File: src/rtl/ob_pkg.sv
// Shared order-book types: command record, uid, opcode set and default conditional-table depth.
package ob_pkg;

    localparam int CN_N  = 4;
    localparam int UID_W = 8;

    typedef logic [UID_W-1:0] uid_t;

    typedef enum logic [1:0] {
        OP_MARKET   = 2'd0,
        OP_LIMIT    = 2'd1,
        OP_STOP_MKT = 2'd2,
        OP_STOP_LMT = 2'd3
    } opcode_t;

    typedef struct packed {
        opcode_t     op;
        logic        side;
        logic [15:0] price;
        logic [15:0] qty;
        uid_t        uid;
    } cmd_t;

    typedef enum logic {
        ST_EMPTY = 1'b0,
        ST_FULL  = 1'b1
    } issue_state_t;

endpackage

File: src/rtl/ob_cn_rr_arb.sv
// Combinational round-robin arbiter: first request after ptr_r (mod N) wins.
module ob_cn_rr_arb #(
    parameter int N = 4
) (
    input  logic [N-1:0]         req,
    input  logic [$clog2(N)-1:0] ptr_r,
    output logic [N-1:0]         gnt,
    output logic [$clog2(N)-1:0] gnt_idx
);

    localparam int IDX_W = $clog2(N);

    int               w_idx_i;
    logic [IDX_W-1:0] w_idx;
    logic             w_found;

    // Walk ptr_r+1, ptr_r+2, ... so the last winner becomes lowest priority.
    always_comb begin
        gnt     = '0;
        gnt_idx = '0;
        w_found = 1'b0;
        w_idx_i = 0;
        w_idx   = '0;
        for (int k = 1; k <= N; k++) begin
            w_idx_i = (int'(ptr_r) + k) % N;
            w_idx   = IDX_W'(w_idx_i);
            if (!w_found && req[w_idx]) begin
                w_found      = 1'b1;
                gnt[w_idx]   = 1'b1;
                gnt_idx      = w_idx;
            end
        end
    end

endmodule

File: src/rtl/ob_cn_mtr_issue.sv
// Issues matured conditional-table commands to the order-book core with cancel filtering.
// Optional counters of hand-offs and kills are enabled by OB_CN_MTR_ISSUE_STATS_EN.
module ob_cn_mtr_issue
    import ob_pkg::*;
#(
    parameter int N = CN_N
) (
    input  logic         clk,
    input  logic         rst,
    input  logic [N-1:0] mtr_vld,
    input  cmd_t         mtr_cmd [N],
    output logic [N-1:0] dl_vld,
    input  logic         cancel,
    input  uid_t         cancel_uid,
    output logic         issue_vld_r,
    output cmd_t         issue_cmd_r,
    input  logic         issue_rdy
`ifdef OB_CN_MTR_ISSUE_STATS_EN
    ,
    output logic [31:0]  stat_issued_r,
    output logic [31:0]  stat_killed_r
`endif
);

    localparam int IDX_W = $clog2(N);

    issue_state_t     r_state;
    issue_state_t     w_state_nxt;
    cmd_t             r_cmd;
    logic [IDX_W-1:0] r_ptr;

    logic             w_full;
    logic             w_kill;
    logic             w_accept;
    logic             w_slot_free;
    logic             w_sel;
    logic [N-1:0]     w_elig;
    logic [N-1:0]     w_gnt;
    logic [IDX_W-1:0] w_gnt_idx;

    assign issue_vld_r = (r_state == ST_FULL);
    assign issue_cmd_r = r_cmd;

    assign w_full      = (r_state == ST_FULL);
    assign w_kill      = cancel & w_full & (r_cmd.uid == cancel_uid);
    assign w_accept    = w_full & issue_rdy & ~w_kill;
    assign w_slot_free = ~w_full | w_accept;

    // An entry being cancelled this cycle deallocates itself, so it must not be granted here.
    always_comb begin
        w_elig = '0;
        for (int i = 0; i < N; i++) begin
            w_elig[i] = mtr_vld[i] & ~(cancel & (mtr_cmd[i].uid == cancel_uid));
        end
    end

    ob_cn_rr_arb #(
        .N(N)
    ) u_arb (
        .req     (w_elig),
        .ptr_r   (r_ptr),
        .gnt     (w_gnt),
        .gnt_idx (w_gnt_idx)
    );

    assign w_sel  = w_slot_free & (|w_elig) & ~rst;
    assign dl_vld = w_sel ? w_gnt : '0;

    always_comb begin
        w_state_nxt = r_state;
        if (w_sel) begin
            w_state_nxt = ST_FULL;
        end else if (w_kill || w_accept) begin
            w_state_nxt = ST_EMPTY;
        end
    end

    always_ff @(posedge clk) begin
        if (rst) begin
            r_state <= ST_EMPTY;
        end else begin
            r_state <= w_state_nxt;
        end
    end

    always_ff @(posedge clk) begin
        if (rst) begin
            r_cmd <= '0;
            r_ptr <= IDX_W'(N - 1);
        end else if (w_sel) begin
            r_cmd <= mtr_cmd[w_gnt_idx];
            r_ptr <= w_gnt_idx;
        end
    end

`ifdef OB_CN_MTR_ISSUE_STATS_EN
    // Both counters stick at all-ones rather than wrapping.
    always_ff @(posedge clk) begin
        if (rst) begin
            stat_issued_r <= '0;
            stat_killed_r <= '0;
        end else begin
            if (w_accept && (stat_issued_r != 32'hFFFF_FFFF)) begin
                stat_issued_r <= stat_issued_r + 32'd1;
            end
            if (w_kill && (stat_killed_r != 32'hFFFF_FFFF)) begin
                stat_killed_r <= stat_killed_r + 32'd1;
            end
        end
    end
`endif

endmodule

File: config.mk
export PLATFORM = sky130hd
export DESIGN_NAME = ob_cn_mtr_issue
export DESIGN_NICKNAME = d
export VERILOG_FILES = /design/src/rtl/ob_pkg.sv /design/src/rtl/ob_cn_rr_arb.sv /design/src/rtl/ob_cn_mtr_issue.sv
export SDC_FILE = /design/constraint.sdc
export NUM_CORES = 1
export LEC_CHECK = 0
export BUFFER_PORTS_ARGS = -buffer_cell sky130_fd_sc_hd__buf_2
export CAP_MARGIN = 25
export CORE_ASPECT_RATIO = 1.2
export CORE_UTILIZATION = 40
export CTS_BUF_LIST = sky130_fd_sc_hd__clkbuf_16
export CTS_CLUSTER_SIZE = 16
export DETAILED_ROUTE_END_ITERATION = 10
export PLACE_DENSITY = 0.73
export RECOVER_POWER = 50
export REMOVE_ABC_BUFFERS = 1
export SLEW_MARGIN = 20
export SYNTH_ARGS = -nofsm -noshare
export SYNTH_HDL_FRONTEND = slang
export SYNTH_SLANG_ARGS = --single-unit
File: constraint.sdc
create_clock -name clk -period 4.1 [get_ports clk]
set_input_delay 0.41 -clock clk [delete_from_list [all_inputs] [get_ports clk]]
set_output_delay 0.41 -clock clk [all_outputs]
set_load 0.05 [all_outputs]
* Word level (Yosys, flattened, before mapping) *
Cells that the tools add are included.

storage, ports and cells
  word-level logic and storage cells = 97
  input bits = 188
  output and inout bits = 48
  register bits after elaboration = 46

cells by class
  add/sub/neg operators = 4
  equal/unequal tests = 5
  reductions and logical operators = 13
  order comparisons = 9
  mux-type cells = 33
  bitwise gates (word level) = 26

operators with widths
  operator               count
  $bmux W43 S2           1
  $mux W43               2
  $eq A8 B8 Y1           5
  $mux W4                5
  $and A1 B1 Y1          14
  $mux W1                13
  $lt A2 B3 Y1 const B   4
  $or A4 B4 Y4           3
  $bmux W1 S2            4
  $demux W1 S2           4
  $ge A2 B1 Y1 const B   4
  $mux W2                4
  $logic_and A1 B1 Y1    7
  $not A1 Y1             7
  $add A2 B1 Y2 const B  2
  $add A2 B2 Y2 const B  2
  $reduce_or A4 Y1       1
  $ge A3 B3 Y1 const B   1
  $logic_not A1 Y1       3
  $not A2 Y3             1
  $reduce_bool A2 Y1     1
  $logic_or A1 B1 Y1     1
  $or A1 B1 Y1           1

* Logic depth before layout (Yosys ltp) *
  depth in word-level cells = 20
  mapped depth = 13
  gate-level depth less buffers = 9

* By module *
Synthesis repeated with hierarchy kept, for this count alone.

second synthesis, totals
  cells, all modules = 399
  area, all modules = 4156.5 um2

modules (own cells, without submodules)
  module           cells an instance  area an instance (um2)  times used  seq. area each (um2)
  ob_cn_mtr_issue  340                3666.0                  1           920.9
  ob_cn_rr_arb     59                 490.5                   1           0.0

* Worst setup path after synthesis *
OpenSTA, ideal clock, no wires.

  path kind = register to output
  from = register r_ptr[1]
  to = output dl_vld[0]
  data required time = 3.690 ns
  arrival time = 2.673 ns
  cell stages (with the launch flop) = 9
  path buffers = 1
  slack = 1.017 ns
  cells stage by stage = dfxtp_1 -> clkbuf_1 -> clkinv_1 -> ha_1 -> mux4_2 -> nor2b_1 -> a22oi_1 -> nor3_1 -> a221o_1

between the ends
  word-level cells in the longest chain between the ends = 14
  elaborated cells on any way between the ends = 49
  classes of those cells = add/sub (4); order compare (8); mux (24); bitwise (3); reduce/logical (10)

RTL lines
  element                                                line                   source
  from (decl)                                            ob_cn_mtr_issue.sv:30  logic [IDX_W-1:0] r_ptr;
  from (signal assigned)                                 ob_cn_mtr_issue.sv:89  r_ptr <= IDX_W'(N - 1);
  from (signal assigned)                                 ob_cn_mtr_issue.sv:92  r_ptr <= w_gnt_idx;
  branches (longest 12 deep; another with $lt A2 B3 Y1)  n/a
  $mux W4 *                                              ob_cn_rr_arb.sv:27     if (!w_found && req[w_idx]) begin
  $mux W4 *                                              ob_cn_mtr_issue.sv:67  assign dl_vld = w_sel ? w_gnt : '0;
  to (decl)                                              ob_cn_mtr_issue.sv:12  output logic [N-1:0] dl_vld,

Mark *: on every way between the ends. The select of a mux whose other input is x is not followed.

* Worst setup path after layout *
  from = register r_ptr[1]
  to = output dl_vld[3]

Same word-level chain as after synthesis.

==> impl_metrics.toml <==
[clock_network]
cts_tree = "built"
clkLatencyLatePin_ns = 0.29
postCtsResizedCells = 0
cts_num_sinks = 46
ctsLongestPathBuffers = 2
cts_hold_buf = 0
post_cts_buffers = 0
clk_pin_slew_ns = 0.07
cts-htree-levels = 2
cts_buffers = 5
cts_root_buffer = "clkbuf_16"

[yosys]
synth_seq_cells = 46
synth_async_sr_flop_share_pct = 0
synth_area_leaders = "dfxtp_1 25%, mux2i_1 24%, o221ai_1 10%, xnor2_1 9.2%, nand2_1 5.1%"
syn_area_sq_mm = 0.00369
synth_top_area_cell = "dfxtp_1"
ys_types = 46
syn_inst = 394
syn_avg_cell_area_sq_um = 9.38
synth_edf_count = 0
yosysWarnings = 0
synth-seq-area-share_pct = 24.9
yosys_most_used_dff = "dfxtp_1"
yosysTopAreaCellShare_pct = 24.9

[drt]
drt_iter0_markers = 163
drt-total-wl_um = 12400
wl_per_cell_um = 17.0
vias_per_cell = 5.42
drc = 0
vias = 3942
drtPass1Iterations = 4
final_antenna_net_count = 0

[die]
ioPinCount = 236
dieArea_sq_mm = 0.00963
start_util_pct = 41.1
die_width_um = 89.7
fp.coreArea_sq_mm = 0.00899
die_h_um = 107
rows = 38

[run]
max_cap_violations = 0

[worst_setup_path]
cp-start-kind = "flop"
cp-endpoint = "dl_vld[3]"
cpPeakStageDelay_ns = 0.59
reg2reg_depth = 9
worstPathArrival_ns = 3.24
crit_required_ns = 3.69
path_delay_family = "buffers and inverters"
cp.depth = 8
r2r-end = "issue_cmd_r[19]"
critPathKind = "flop to output port"
slowest_stage = "dfxtp_1"
reg2reg_slack_ns = 0.61
critical_path.cell_chain = "clkinv_1 > ha_1 > inv_1 > nor2_1 > o31ai_1 > nor2b_1 > a221o_1 > buf_2"
reg2reg_from = "r_ptr[1]"
crit_path_start = "r_ptr[1]"
crit_path_end_kind = "output port"
worstPathMaxFanout = 12
crit_buf_inv = 3

[cells_and_area]
n_antenna_cell = 0
drive_above_1_share_pct = 35.1
final_cell_area_sq_mm = 0.00490
fin_util_pct = 54.5
final_nets = 802
area_delta_synth_final_pct = 32.5

[timing]
skew_ns = 0.00514
slew_headroom_pct = 33.7
rsz0062_at_grt = "false"
worstMarginPinSlew_ns = 0.994
fmax_mhz = 274
period_minus_slack_ns = 3.65
maxSlewViolCount = 0
hold_viol_final = 0
setup_slack_ns = 0.452
finalSetupTns_ns = 0
setup_viol = 0
finalCritPeriodShare_pct = 89.0

[power]
p_sw_mw = 1.81
switching_share_pct = 53.2
p_leak_nw = 2.17
pwr-share-comb_pct = 64.6
power.share.sequential_pct = 23.2
power.internal_mw = 1.59
totalPowerFinal_mw = 3.40
ir_drop_uv = 412
clkPwrFrac_pct = 12.2
power_density_mw_per_mm2 = 694

[global_route]
grt_max_degree = 45
grt_overflow = 0
antenna_found_initial = 0
grt_first_pass_wirelength_um = 19100
grt_use_total_pct = 24.9
first_global_vias = 3921

[placed_design]
port_buffers = 235
placed_cell_area_sq_mm = 0.00481
place_hpwl_um = 9680
dp_slack_ns = 0.645
gp_congestion = 0.989

[worst_hold_path]
hold_class = "input port to flop"
hold_path_depth = 2

[status]
status = "completed"
cell usage after synthesis (5+ instances only):
master / count
mux2i_1: 87
nand2_1: 50
dfxtp_1: 46
o221ai_1: 43
xnor2_1: 39
buf_2: 13
buf_4: 9
ha_1: 8
nor2_1: 8
nand3_1: 7
buf_6: 6
nor3_1: 6
a221o_1: 5
a22oi_1: 5
nand4_1: 5
worst min-delay path by stage:
stage          slack, ns              end       startpoint
2_1_floorplan       0.48      issue_vld_r              rst
3_3_place_gp        0.44  issue_cmd_r[11]  issue_cmd_r[11]
3_5_place_dp        0.44  issue_cmd_r[36]  issue_cmd_r[36]
4_1_cts             0.36      issue_vld_r              rst
5_1_grt             0.37      issue_vld_r              rst
6_report            0.36      issue_vld_r              rst
power groups by stage:
stage	clock network, mW	logic [mW]	registers [mW]
after floorplan	0	1.09	1.48
after global placement	0	2.23	0.780
after detailed placement	0	2.27	0.785
after CTS	0.426	2.27	0.784
after global routing	0.441	2.33	0.811
final	0.414	2.20	0.790
final cells by class:
class | count | area, sq um
Timing Repair Buffer | 243 | 1200
Fill cell | 850 | 4090
Tap cell | 120 | 150
Inverter | 3 | 11.3
Clock inverter | 3 | 18.8
Clock buffer | 5 | 125
Sequential cell | 46 | 921
Multi-Input combinational cell | 307 | 2470
flip-flops by register name, summed over array words and instances, names as in the netlist:
name         cells
issue_vld_r      1
issue_cmd_r     43
r_ptr            2
kinds of logic after synthesis:
logic type	share of synthesized area, %
xor+xnor	9.48
mux	25.1
simple gates	10.4
compound gates	18.7
fa+ha+maj	2.71
buf+inv	8.70
flops	24.9
stage by stage:
step / cells / hold WS (ns)
final: 727 / 0.361
after global routing: 727 / 0.367
after detailed placement: 719 / 0.443
after CTS: 727 / 0.360
after floorplan: 356 / 0.482
after global placement: 719 / 0.440
metal layers:
metal	vias to the layer above	share of wire (%)	GRT usage (%)
met2	159	51	45.8
li1	1914	-	-
met5	-	0	0
met3	33	5.9	5.79
met1	1836	39	27.6
met4	0	3.4	10.3
cells in the final DEF (no fill, tap or decap), types with 7 or more instances in the layout:
master and count:
buf_2 190, clkbuf_1 45, dfxtp_1 46, ha_1 8
mux2i_1 87, nand2_1 50, nand3_1 7, nor2_1 8
o221ai_1 43, xnor2_1 39
(Power assumes the default switching activity.)
